## src/rtl/avs_avalonslave_control.sv

```systemverilog
// Avalon-MM CSR slave and run controller for a vector accelerator.
// It holds the operand registers, issues a one-cycle GO, counts busy cycles and raises a completion IRQ.
module avs_avalonslave_control #(
    parameter int AVS_AVALONSLAVE_DATA_WIDTH    = 32,
    parameter int AVS_AVALONSLAVE_ADDRESS_WIDTH = 3
) (
    input  logic                                       CSI_CLOCK_CLK,
    input  logic                                       CSI_CLOCK_RESET,
    input  logic [AVS_AVALONSLAVE_ADDRESS_WIDTH-1:0]   AVS_AVALONSLAVE_ADDRESS,
    input  logic                                       AVS_AVALONSLAVE_READ,
    input  logic                                       AVS_AVALONSLAVE_WRITE,
    input  logic [AVS_AVALONSLAVE_DATA_WIDTH-1:0]      AVS_AVALONSLAVE_WRITEDATA,
    input  logic [AVS_AVALONSLAVE_DATA_WIDTH/8-1:0]    AVS_AVALONSLAVE_BYTEENABLE,
    output logic [AVS_AVALONSLAVE_DATA_WIDTH-1:0]      AVS_AVALONSLAVE_READDATA,
    output logic                                       AVS_AVALONSLAVE_WAITREQUEST,
    output logic                                       INS_IRQ_IRQ,
    output logic                                       GO,
    input  logic                                       DONE,
    output logic [AVS_AVALONSLAVE_DATA_WIDTH-1:0]      SLV_REG1,
    output logic [AVS_AVALONSLAVE_DATA_WIDTH-1:0]      SLV_REG2,
    output logic [AVS_AVALONSLAVE_DATA_WIDTH-1:0]      SLV_REG3,
    output logic [18:0]                                SIZE,
    output logic [10:0]                                NUMBER
);

    localparam int DW       = AVS_AVALONSLAVE_DATA_WIDTH;
    localparam int AW       = AVS_AVALONSLAVE_ADDRESS_WIDTH;
    localparam int BW       = DW / 8;
    localparam int SIZE_W   = 19;
    localparam int NUMBER_W = 11;

    localparam logic [AW-1:0] ADDR_CTRL   = AW'(0);
    localparam logic [AW-1:0] ADDR_STATUS = AW'(1);
    localparam logic [AW-1:0] ADDR_SRC_A  = AW'(2);
    localparam logic [AW-1:0] ADDR_SRC_B  = AW'(3);
    localparam logic [AW-1:0] ADDR_DST    = AW'(4);
    localparam logic [AW-1:0] ADDR_SIZE   = AW'(5);
    localparam logic [AW-1:0] ADDR_NUMBER = AW'(6);
    localparam logic [AW-1:0] ADDR_CYCLES = AW'(7);

    localparam logic [1:0] ST_IDLE  = 2'd0;
    localparam logic [1:0] ST_START = 2'd1;
    localparam logic [1:0] ST_BUSY  = 2'd2;

    logic [1:0]          state;
    logic                irq_en;
    logic                done_sticky;
    logic [DW-1:0]       src_a;
    logic [DW-1:0]       src_b;
    logic [DW-1:0]       dst;
    logic [SIZE_W-1:0]   size_reg;
    logic [NUMBER_W-1:0] number_reg;
    logic [DW-1:0]       cycles;
    logic [DW-1:0]       readdata;
    logic [DW-1:0]       rd_mux;
    logic                go_reg;
    logic                irq_reg;

    logic busy;
    logic wr_ctrl;
    logic wr_status;
    logic operand_wr;
    logic start_req;
    logic done_hit;
    logic status_w1c;

    // Replace only the byte lanes enabled for this write.
    function automatic logic [DW-1:0] merge_lanes(input logic [DW-1:0] old_val,
                                                  input logic [DW-1:0] new_val,
                                                  input logic [BW-1:0] lanes);
        logic [DW-1:0] r;
        r = old_val;
        for (int i = 0; i < BW; i++) begin
            if (lanes[i]) r[i*8 +: 8] = new_val[i*8 +: 8];
        end
        return r;
    endfunction

    function automatic logic [DW-1:0] sat_inc(input logic [DW-1:0] v);
        return (&v) ? v : v + DW'(1);
    endfunction

    assign busy       = (state != ST_IDLE);
    assign wr_ctrl    = AVS_AVALONSLAVE_WRITE && (AVS_AVALONSLAVE_ADDRESS == ADDR_CTRL);
    assign wr_status  = AVS_AVALONSLAVE_WRITE && (AVS_AVALONSLAVE_ADDRESS == ADDR_STATUS);
    assign operand_wr = AVS_AVALONSLAVE_WRITE && !busy;
    assign start_req  = wr_ctrl && AVS_AVALONSLAVE_BYTEENABLE[0]
                        && AVS_AVALONSLAVE_WRITEDATA[0] && (state == ST_IDLE);
    assign done_hit   = (state == ST_BUSY) && DONE;
    assign status_w1c = wr_status && AVS_AVALONSLAVE_BYTEENABLE[0] && AVS_AVALONSLAVE_WRITEDATA[1];

    always_comb begin
        rd_mux = '0;
        case (AVS_AVALONSLAVE_ADDRESS)
            ADDR_CTRL:   rd_mux[1] = irq_en;
            ADDR_STATUS: begin
                rd_mux[0] = busy;
                rd_mux[1] = done_sticky;
            end
            ADDR_SRC_A:  rd_mux = src_a;
            ADDR_SRC_B:  rd_mux = src_b;
            ADDR_DST:    rd_mux = dst;
            ADDR_SIZE:   rd_mux[SIZE_W-1:0] = size_reg;
            ADDR_NUMBER: rd_mux[NUMBER_W-1:0] = number_reg;
            ADDR_CYCLES: rd_mux = cycles;
            default:     rd_mux = '0;
        endcase
    end

    // Run sequencer: GO is registered off the START state, so it lands one cycle after START.
    always_ff @(posedge CSI_CLOCK_CLK) begin
        if (CSI_CLOCK_RESET) begin
            state  <= ST_IDLE;
            cycles <= '0;
            go_reg <= 1'b0;
        end else begin
            go_reg <= (state == ST_START);
            case (state)
                ST_IDLE: begin
                    if (start_req) begin
                        state  <= ST_START;
                        cycles <= '0;
                    end
                end
                ST_START: state <= ST_BUSY;
                ST_BUSY: begin
                    cycles <= sat_inc(cycles);
                    if (DONE) state <= ST_IDLE;
                end
                default: state <= ST_IDLE;
            endcase
        end
    end

    // Completion set takes priority over a same-cycle write-one-to-clear.
    always_ff @(posedge CSI_CLOCK_CLK) begin
        if (CSI_CLOCK_RESET) begin
            irq_en      <= 1'b0;
            done_sticky <= 1'b0;
            irq_reg     <= 1'b0;
        end else begin
            if (wr_ctrl && AVS_AVALONSLAVE_BYTEENABLE[0]) irq_en <= AVS_AVALONSLAVE_WRITEDATA[1];
            if (done_hit)
                done_sticky <= 1'b1;
            else if (start_req || status_w1c)
                done_sticky <= 1'b0;
            irq_reg <= done_sticky && irq_en;
        end
    end

    always_ff @(posedge CSI_CLOCK_CLK) begin
        if (CSI_CLOCK_RESET) begin
            src_a      <= '0;
            src_b      <= '0;
            dst        <= '0;
            size_reg   <= '0;
            number_reg <= '0;
        end else if (operand_wr) begin
            case (AVS_AVALONSLAVE_ADDRESS)
                ADDR_SRC_A:  src_a <= merge_lanes(src_a, AVS_AVALONSLAVE_WRITEDATA,
                                                  AVS_AVALONSLAVE_BYTEENABLE);
                ADDR_SRC_B:  src_b <= merge_lanes(src_b, AVS_AVALONSLAVE_WRITEDATA,
                                                  AVS_AVALONSLAVE_BYTEENABLE);
                ADDR_DST:    dst <= merge_lanes(dst, AVS_AVALONSLAVE_WRITEDATA,
                                                AVS_AVALONSLAVE_BYTEENABLE);
                ADDR_SIZE:   size_reg <= SIZE_W'(merge_lanes(DW'(size_reg),
                                                AVS_AVALONSLAVE_WRITEDATA,
                                                AVS_AVALONSLAVE_BYTEENABLE));
                ADDR_NUMBER: number_reg <= NUMBER_W'(merge_lanes(DW'(number_reg),
                                                AVS_AVALONSLAVE_WRITEDATA,
                                                AVS_AVALONSLAVE_BYTEENABLE));
                default: ;
            endcase
        end
    end

    // Read data captures the pre-write register view and holds until the next read.
    always_ff @(posedge CSI_CLOCK_CLK) begin
        if (CSI_CLOCK_RESET)
            readdata <= '0;
        else if (AVS_AVALONSLAVE_READ)
            readdata <= rd_mux;
    end

    assign AVS_AVALONSLAVE_READDATA    = readdata;
    assign AVS_AVALONSLAVE_WAITREQUEST = 1'b0;
    assign INS_IRQ_IRQ                 = irq_reg;
    assign GO                          = go_reg;
    assign SLV_REG1                    = src_a;
    assign SLV_REG2                    = src_b;
    assign SLV_REG3                    = dst;
    assign SIZE                        = size_reg;
    assign NUMBER                      = number_reg;

endmodule

```

## config.mk

```make
export PLATFORM = sky130hd
export DESIGN_NAME = avs_avalonslave_control
export DESIGN_NICKNAME = d
export VERILOG_FILES = /design/src/rtl/avs_avalonslave_control.sv
export SDC_FILE = /design/constraint.sdc
export NUM_CORES = 1
export LEC_CHECK = 0
export ABC_CLOCK_PERIOD_IN_PS = 2400
export CORE_ASPECT_RATIO = 1.2
export CORE_MARGIN = 2
export CORE_UTILIZATION = 45
export DETAILED_ROUTE_END_ITERATION = 16
export PLACE_DENSITY = 0.76
export SLEW_MARGIN = 20
export SYNTH_ARGS = -nofsm -noshare
export SYNTH_HDL_FRONTEND = slang
export SYNTH_SLANG_ARGS = --single-unit
export TNS_END_PERCENT = 100
```

## constraint.sdc

```tcl
create_clock -name CSI_CLOCK_CLK -period 2.4 [get_ports CSI_CLOCK_CLK]
set_input_delay 0.24 -clock CSI_CLOCK_CLK [delete_from_list [all_inputs] [get_ports CSI_CLOCK_CLK]]
set_output_delay 0.24 -clock CSI_CLOCK_CLK [all_outputs]
set_load 0.02 [all_outputs]
```

### Word-level counts from Yosys, hierarchy flattened

Index checks and enable logic that the tools add are counted.
Widths: inputs -> output; s select.

* register bits: 196
* bits of input ports: 44
* output and inout port bits: 161
* word-level logic and storage cells: 87

* $add $sub $neg: 1
* eq/ne operators: 12
* multiplexer cells: 13
* reduce and logical (&&, ||, !) cells: 37

Operators by type and width (count)
* $mux 32: 2
* $pmux 32 s2: 1
* $pmux 9 s6: 1
* $reduce_and 3->1: 18
* $pmux 13 s4: 1
* $pmux 8 s5: 1
* $add 32x1->32 const B: 1
* $reduce_and 32->1: 1
* $eq 3x3->1 const B: 4
* $logic_and 1x1->1: 10
* $pmux 1 s8: 1
* $pmux 1 s7: 1
* $eq 3x2->1 const B: 2
* $ne 2x2->1 const B: 3
* $pmux 2 s3: 1
* $reduce_bool 2->1: 3
* $mux 2: 2
* $eq 3x1->1 const B: 1
* $logic_not 3->1: 1
* $eq 2x1->1 const B: 1
* $eq 2x2->1 const B: 1
* $logic_not 2->1: 1
* $mux 1: 2
* $reduce_and 2->1: 1
* other kinds (2): 2

### Longest topological paths before layout

Gate-level depths: netlist of run 1.

* word-level depth: 8
* mapped depth: 8
* mapped depth without buffers: 6

### Least setup slack after synthesis of run 1

OpenSTA, ideal clock, no wires.

* kind: register -> register
* from: reg cycles[0]
* to: reg cycles[29]
* setup time: 0.120 ns
* data arrival time: 2.087 ns
* data required time: 2.280 ns
* slack: 0.193 ns
* stages on the path, launching flop included: 7
* path buffers: 0
* clock period less this slack: 2.207 ns
* cell sequence: dfxtp_1 ha_1 nand3_1 or4_1 o31ai_4 nor3_1 a211o_1

* word-level cells in the longest chain between the ends: 3
* elaborated cells between the ends (all ways): 6
* those cells by class: add/sub: 1; eq/ne: 1; mux: 2; reduce/logical: 2

Ends and longest elaborated chain
* from (decl): RTL line 53 `logic [DW-1:0] cycles;`
* from (signal assigned): RTL line 127 `cycles <= sat_inc(cycles);`
* $add 32x1->32 or $reduce_and 32->1 (tied branches): RTL line 80 `return (&v) ? v : v + DW'(1);`
* $mux 32 or $ne 2x2->1 (tied branches)
* $pmux 32 s2 or $reduce_and 3->1 (tied branches)

Parallel ways exist; a longest one is shown, timed or not. The select of a mux whose other input is x is not followed.
A chain may end at the register's enable or synchronous reset.

### Worst setup path after layout of run 1

* from: reg cycles[1]
* to: reg cycles[19]

Same word-level chain as after synthesis.

==> results of run 1 <==
==> metrics by stage <==
| stage | setup WS (ns) | power, mW | utilization | std cells | cell area [um2] |
|---|---|---|---|---|---|
| 2_1_floorplan | 0.1932 | 3.657 | - | 1053 | 8635 |
| 3_3_place_gp | -0.03928 | 3.936 | 0.5967 | 1493 | 11250 |
| 3_5_place_dp | -0.04773 | 3.939 | 0.5967 | 1493 | 11250 |
| 4_1_cts | 0.03697 | 6.816 | 0.6291 | 1525 | 11860 |
| 5_1_grt | -0.1019 | 6.988 | 0.6298 | 1525 | 11880 |
| 6_report | 0.02897 | 6.808 | 0.6298 | 1525 | 11880 |
==> state kept, by name (all words and copies together) (netlist names) <==
| register | count |
|---|---|
| SLV_REG3 | 32 |
| NUMBER | 11 |
| done_sticky | 1 |
| state | 2 |
| INS_IRQ_IRQ | 1 |
| GO | 1 |
| SLV_REG1 | 32 |
| SIZE | 19 |
| cycles | 32 |
| irq_en | 1 |
| SLV_REG2 | 32 |
| AVS_AVALONSLAVE_READDATA | 32 |
==> power breakdown <==
part / leakage, nW / switching [mW] / internal, mW
sequential: 1.58 / 0.0296 / 3.28
combinational: 2.47 / 0.344 / 0.219
clock: 0.293 / 1.43 / 1.51
total: 4.34 / 1.80 / 5.01
==> layer usage <==
layer,part of all wire,track usage,up-vias
met5,0,0,-
met4,0.037,0.1170,0
met3,0.083,0.06139,67
met2,0.48,0.4754,467
met1,0.40,0.3693,4296
li1,-,-,4239
==> tightest hold or removal path: stages <==
cell and delay, ns:
buf_4 0.11, nor2_1 0.07, o211ai_1 0.10, nand3_1 0.07
==> worst max-delay path by stage <==
stage / slack [ns] / depth (start not counted) / endpoint / startpoint
2_1_floorplan: 0.19 / 6 / cycles[29] / cycles[0]
3_3_place_gp: -0.04 / 6 / cycles[21] / AVS_AVALONSLAVE_ADDRESS[2]
3_5_place_dp: -0.05 / 7 / SLV_REG1[4] / AVS_AVALONSLAVE_ADDRESS[1]
4_1_cts: 0.04 / 7 / cycles[19] / cycles[1]
5_1_grt: -0.10 / 7 / cycles[19] / cycles[1]
6_report: 0.03 / 7 / cycles[19] / cycles[1]
==> cell usage after synthesis, drive strengths merged (2+ instances only) <==
library cell  count
or3               3
and3             16
nand4            12
o2bb2ai           3
xnor2             2
o21ai            19
buf              20
or4               3
a41oi             2
a221oi            8
o22ai             2
a221o             2
nor3b             4
o21a              2
nand3           117
and3b             3
a22oi            73
a211o             9
mux4              2
o211ai            2
mux2              5
a21oi           124
a22o              5
mux2i            33
a31oi            21
inv               4
nor2b             4
nor4              7
a311oi            4
nand2b            5
nor2             88
o211a             2
and2              2
o31ai             3
nand2           152
nor3             12
clkbuf           67
dfxtp           196
==> cell type report <==
class / count / area, um2
inverters: 4 / 15.01
flip-flops and latches: 196 / 3924
fillers: 1619 / 6980
well taps: 256 / 320.3
multi-input cells: 766 / 4380
repair buffers: 271 / 2628
clock inverters: 15 / 182.7
clock buffers: 17 / 425.4
==> cell families (layout without fill, tap and decap cells) <==
kind of cell	count (synthesis)	in the layout	synth area share
simple gates	432	432	0.2330
compound gates	290	290	0.2172
flops	196	196	0.4544
buf+inv	91	307	0.04144
mux	40	40	0.04999
xor+xnor	2	2	0.002029
fa+ha+maj	1	1	0.001449
other cells	1	1	0.0004343
==> what timing repair did <==
action,CTS,global route
gates cloned,0,0
endpoints found under the setup margin,3,9
gates resized for setup,1,3
hold endpoints to repair,0,0
==> out/results.ini, run 1 <==
[die]
die_w_um = 130.5
die_y_um = 155.7
start_util = 0.4579
dieArea_um2 = 20320
io-pin-count = 205
rows = 55
core_area_um2 = 18860

[clock_tree]
cts_tree = yes
clk_pin_slew_ns = 0.08
hold_buffers = 0
cts_buffer_depth = 2
cts_buffers = 17
cts_setup_buffers = 0
clock-root-buffer = clkbuf_16
clk_latency_ns = 0.45
cts_max_level = 4
clock-sinks = 196

[grt]
grtUsageTotal = 0.2893
grt_pass1_vias = 8320
grt_pass1_wl_um = 45710
grt_start_max_net_pins = 78
grt-ovfl-total = 0
antenna_found_initial = 0

[setup_path]
arrival_ns = 2.70
start_kind = register
crit_family = simple AND/OR/NAND/NOR gates
reg2reg_from = cycles[1]
critical_path_buf_inv_count = 1
critical_path_peak_fanout = 12
timing.rr.end = cycles[19]
path_cells = ha_1 -> nand3_1 -> nor4_1 -> buf_4 -> a31oi_2 -> and3_1 -> a211o_1
cp-end-kind = register
ff2ff_setup_slack_ns = 0.03
worstPathRequired_ns = 2.73
cpPeakStageDelay_ns = 0.45
slowest_stage = nor4_1
rr_worst_depth = 7
critical_path_class = register to register

[logic_synthesis]
synth.ff_latch_count = 196
synth_top_area_cell = dfxtp_1
ys_seq_area_frac = 0.4544
synth_area_leaders = dfxtp_1 (45%), a21oi_1 (7.2%), nand3_1 (6.8%), nand2_1 (6.6%), a22oi_1 (6.3%)
yosysWarnings = 0
synthCells = 1053
synth_area_per_cell_um2 = 8.200
ys_types = 62
yosys_most_used_dff = dfxtp_1
async_flop_share = 0
synth_nets = 1098
synth_area_um2 = 8635
synth_edf_count = 0
synth_top_area_share = 0.4544

[power_and_ir_drop]
p_leak_nw = 4.340
p_per_area_nw_per_um2 = 573.3
ir_worst_vdd_v = 0.0005335

[hold_path]
min_from = CSI_CLOCK_RESET
min_path_cells = 4
min_to = cycles[28]
hold_path_class = input pin to register

[timing]
finalSetupTns_ns = 0
hold_ws_ns = 0.1980
fmax_ghz = 0.4218
relSlewSlack = 0.4456
hold_viol_final = 0
tightest_slew_ns = 0.8317
skew_ns = 0.01032
fin_crit_ns = 2.371
slew_viol_final = 0
setup_viol = 0
fin_crit_sh = 0.9879

[placed_design]
detailed_place_hpwl_um = 21170
portBuffers = 203
place.gp.congestion = 0.9462

[routing]
wl_um = 29900
drc_errors = 0
firstDrtPassIters = 6
drtIter0Drc = 987
vias = 9069
vias_per_cell = 5.947
postRouteAntennaNets = 0
wl_per_cell_um = 19.61

[run]
cap_violations = 0

[finish]
final_common_cell = clkdlybuf4s50_1
drive_gt1_frac = 0.09535
syn2layout_area_growth_pct = 37.53
nNetsFinal = 1301
n_antenna_cell = 0
layout_common_cells = clkdlybuf4s50_1 (202), dfxtp_1 (196), nand2_1 (152), a21oi_1 (124), nand3_1 (117)

[status]
status = finished, final reports clean

Power figures use the tool's default switching activity.
==> run 2, diff against run 1 <==
--- a/config.mk
+++ b/config.mk
@@ -5,12 +5,13 @@
 export SDC_FILE = /design/constraint.sdc
 export NUM_CORES = 1
 export LEC_CHECK = 0
+export ABC_AREA = 1
 export ABC_CLOCK_PERIOD_IN_PS = 2400
 export CORE_ASPECT_RATIO = 1.2
 export CORE_MARGIN = 2
-export CORE_UTILIZATION = 45
+export CORE_UTILIZATION = 46
 export DETAILED_ROUTE_END_ITERATION = 16
-export PLACE_DENSITY = 0.76
+export PLACE_DENSITY = 0.77
 export SLEW_MARGIN = 20
 export SYNTH_ARGS = -nofsm -noshare
 export SYNTH_HDL_FRONTEND = slang
==> out/results.ini, run 2 <==
[grt]
grt_pass1_wl_um = 44970
grtUsageTotal = 0.2830
grt_pass1_vias = 8709
grt-ovfl-total = 0
grt_start_max_net_pins = 74
antenna_found_initial = 0

[routing]
drtIter0Drc = 700
wl_per_cell_um = 16.51
firstDrtPassIters = 5
vias_per_cell = 5.310
drc_errors = 0
wl_um = 28900
vias = 9297
postRouteAntennaNets = 0

[clock_tree]
cts_tree = yes
cts_buffers = 17
cts_setup_buffers = 0
cts.repair.resized = 0
clk_latency_ns = 0.45
clk_pin_slew_ns = 0.07
clock-root-buffer = clkbuf_16
hold_buffers = 0
clock-sinks = 196
cts_buffer_depth = 2
cts_max_level = 4

[finish]
nNetsFinal = 1529
syn2layout_area_growth_pct = 32.34
layout_common_cells = nand2_1 (233), clkdlybuf4s50_1 (202), dfxtp_1 (196), nor2_1 (195), o21ai_0 (162)
fin_util = 0.6210
drive_gt1_frac = 0.06154
final_common_cell = nand2_1
n_antenna_cell = 0

[logic_synthesis]
synthCells = 1297
synth_top_area_share = 0.4419
synth_nets = 1342
synth_edf_count = 0
ys_seq_area_frac = 0.4419
synth_mux_area_frac = 0
synth_top_area_cell = dfxtp_1
synth_area_per_cell_um2 = 6.846
synth_area_leaders = dfxtp_1 (44%), nand2_1 (9.8%), o21ai_0 (9.1%), nor2_1 (8.3%), a21oi_1 (8.1%)
synth_top_family_by_area = simple AND/OR/NAND/NOR gates
ys_types = 33
yosys_most_used_dff = dfxtp_1
synth-xor-area-share = 0.003945
synth_fa_ha_area_frac = 0.001409
synth.ff_latch_count = 196
async_flop_share = 0
synth_area_um2 = 8880
ys_top_cells_by_count = nand2_1 (233), dfxtp_1 (196), nor2_1 (196)
synth_compound_area_frac = 0.2046
yosysWarnings = 0
synth.most_common_cell = nand2_1
yosys.area_share.simple = 0.2569

[setup_path]
path_cells = ha_1 -> nand2_1 -> nor2_4 -> inv_1 -> nor2_1 -> inv_1 -> o21ai_0 -> nand3_1 -> a21oi_1
cpPeakStageDelay_ns = 0.46
start_kind = register
crit_family = simple AND/OR/NAND/NOR gates
critical_path_peak_fanout = 8
critical_path_buf_inv_count = 2
worstPathRequired_ns = 2.77
cp_common_cell = inv_1
cp-end-kind = register
arrival_ns = 2.53
slowest_stage = dfxtp_1
critical_path_class = register to register

[run]
cap_violations = 0

[placed_design]
portBuffers = 203
detailed_place_hpwl_um = 21070
place.gp.congestion = 0.9381

[power_and_ir_drop]
p_leak_nw = 4.256
total_power_mw = 6.742
ir_worst_vdd_v = 0.0006434
p_per_area_nw_per_um2 = 573.7

[die]
io-pin-count = 205
die_w_um = 130.8
dieArea_um2 = 20440
rows = 55
core_area_um2 = 18920
start_util = 0.4692
die_y_um = 156.2

[timing]
tightest_slew_ns = 0.6544
setup_viol = 0
hold_ws_ns = 0.04364
hold_viol_final = 0
relSlewSlack = 0.5637
finalSetupTns_ns = 0
fin_crit_ns = 2.156
slew_viol_final = 0
fin_crit_sh = 0.8982
skew_ns = 0.009726
rsz0062_at_grt = false
fmax_ghz = 0.4639

[hold_path]
hold_path_class = input pin to register

[status]
status = finished, final reports clean

run 2: power breakdown:
part           leakage, nW  internal, mW  switching, mW  total (mW)
logic                 2.40         0.221          0.344       0.565
registers             1.58          3.30         0.0390        3.34
clock network        0.275          1.46           1.38        2.84
run 2: path summary, 6_finish.rpt:
kind / from / end / slack [ns] / cells past startpoint
worst min-delay path: CSI_CLOCK_RESET / AVS_AVALONSLAVE_READDATA[30] / 0.04 / 2
worst max-delay path: cycles[0] / cycles[14] / 0.24 / 9
worst max register to register: cycles[0] / cycles[14] / 0.24 / 9
worst min register to register: AVS_AVALONSLAVE_READDATA[27] / AVS_AVALONSLAVE_READDATA[27] / 0.47 / 2
run 2: metrics by stage:
| stage | cells | setup WS, ns | area, um2 |
|---|---|---|---|
| 6_report | 1751 | 0.2443 | 11750 |
| 5_1_grt | 1751 | 0.03405 | 11750 |
| 4_1_cts | 1751 | 0.3287 | 11750 |
| 3_5_place_dp | 1721 | 0.2200 | 11180 |
| 3_3_place_gp | 1721 | 0.2844 | 11180 |
| 2_1_floorplan | 1297 | 0.6538 | 8880 |
run 2: per-layer routing:
metal,up-vias,GRT usage,share of wire
met5,-,0,0
met4,0,0.1226,0.035
met3,68,0.04664,0.062
met2,350,0.4792,0.49
met1,4300,0.3528,0.41
li1,4579,-,-
run 2: cells by family after synthesis:
group / count (synthesis)
adders and majority gates: 1
xor gates and xnor gates: 4
buffers and inverters: 206
other: 1
AOI/OAI and AO/OA: 347
and+or+nand+nor: 542
DFF: 196
run 2: cell type report:
type                       instances  area (um2)
timing repair buffer             223        2215
inverter                         151       566.8
multi-input combinational        895        4151
clock buffer                      17       425.4
sequential                       196        3924
clock inverter                    13       148.9
tap                              256       320.3
fill                            1697        7173
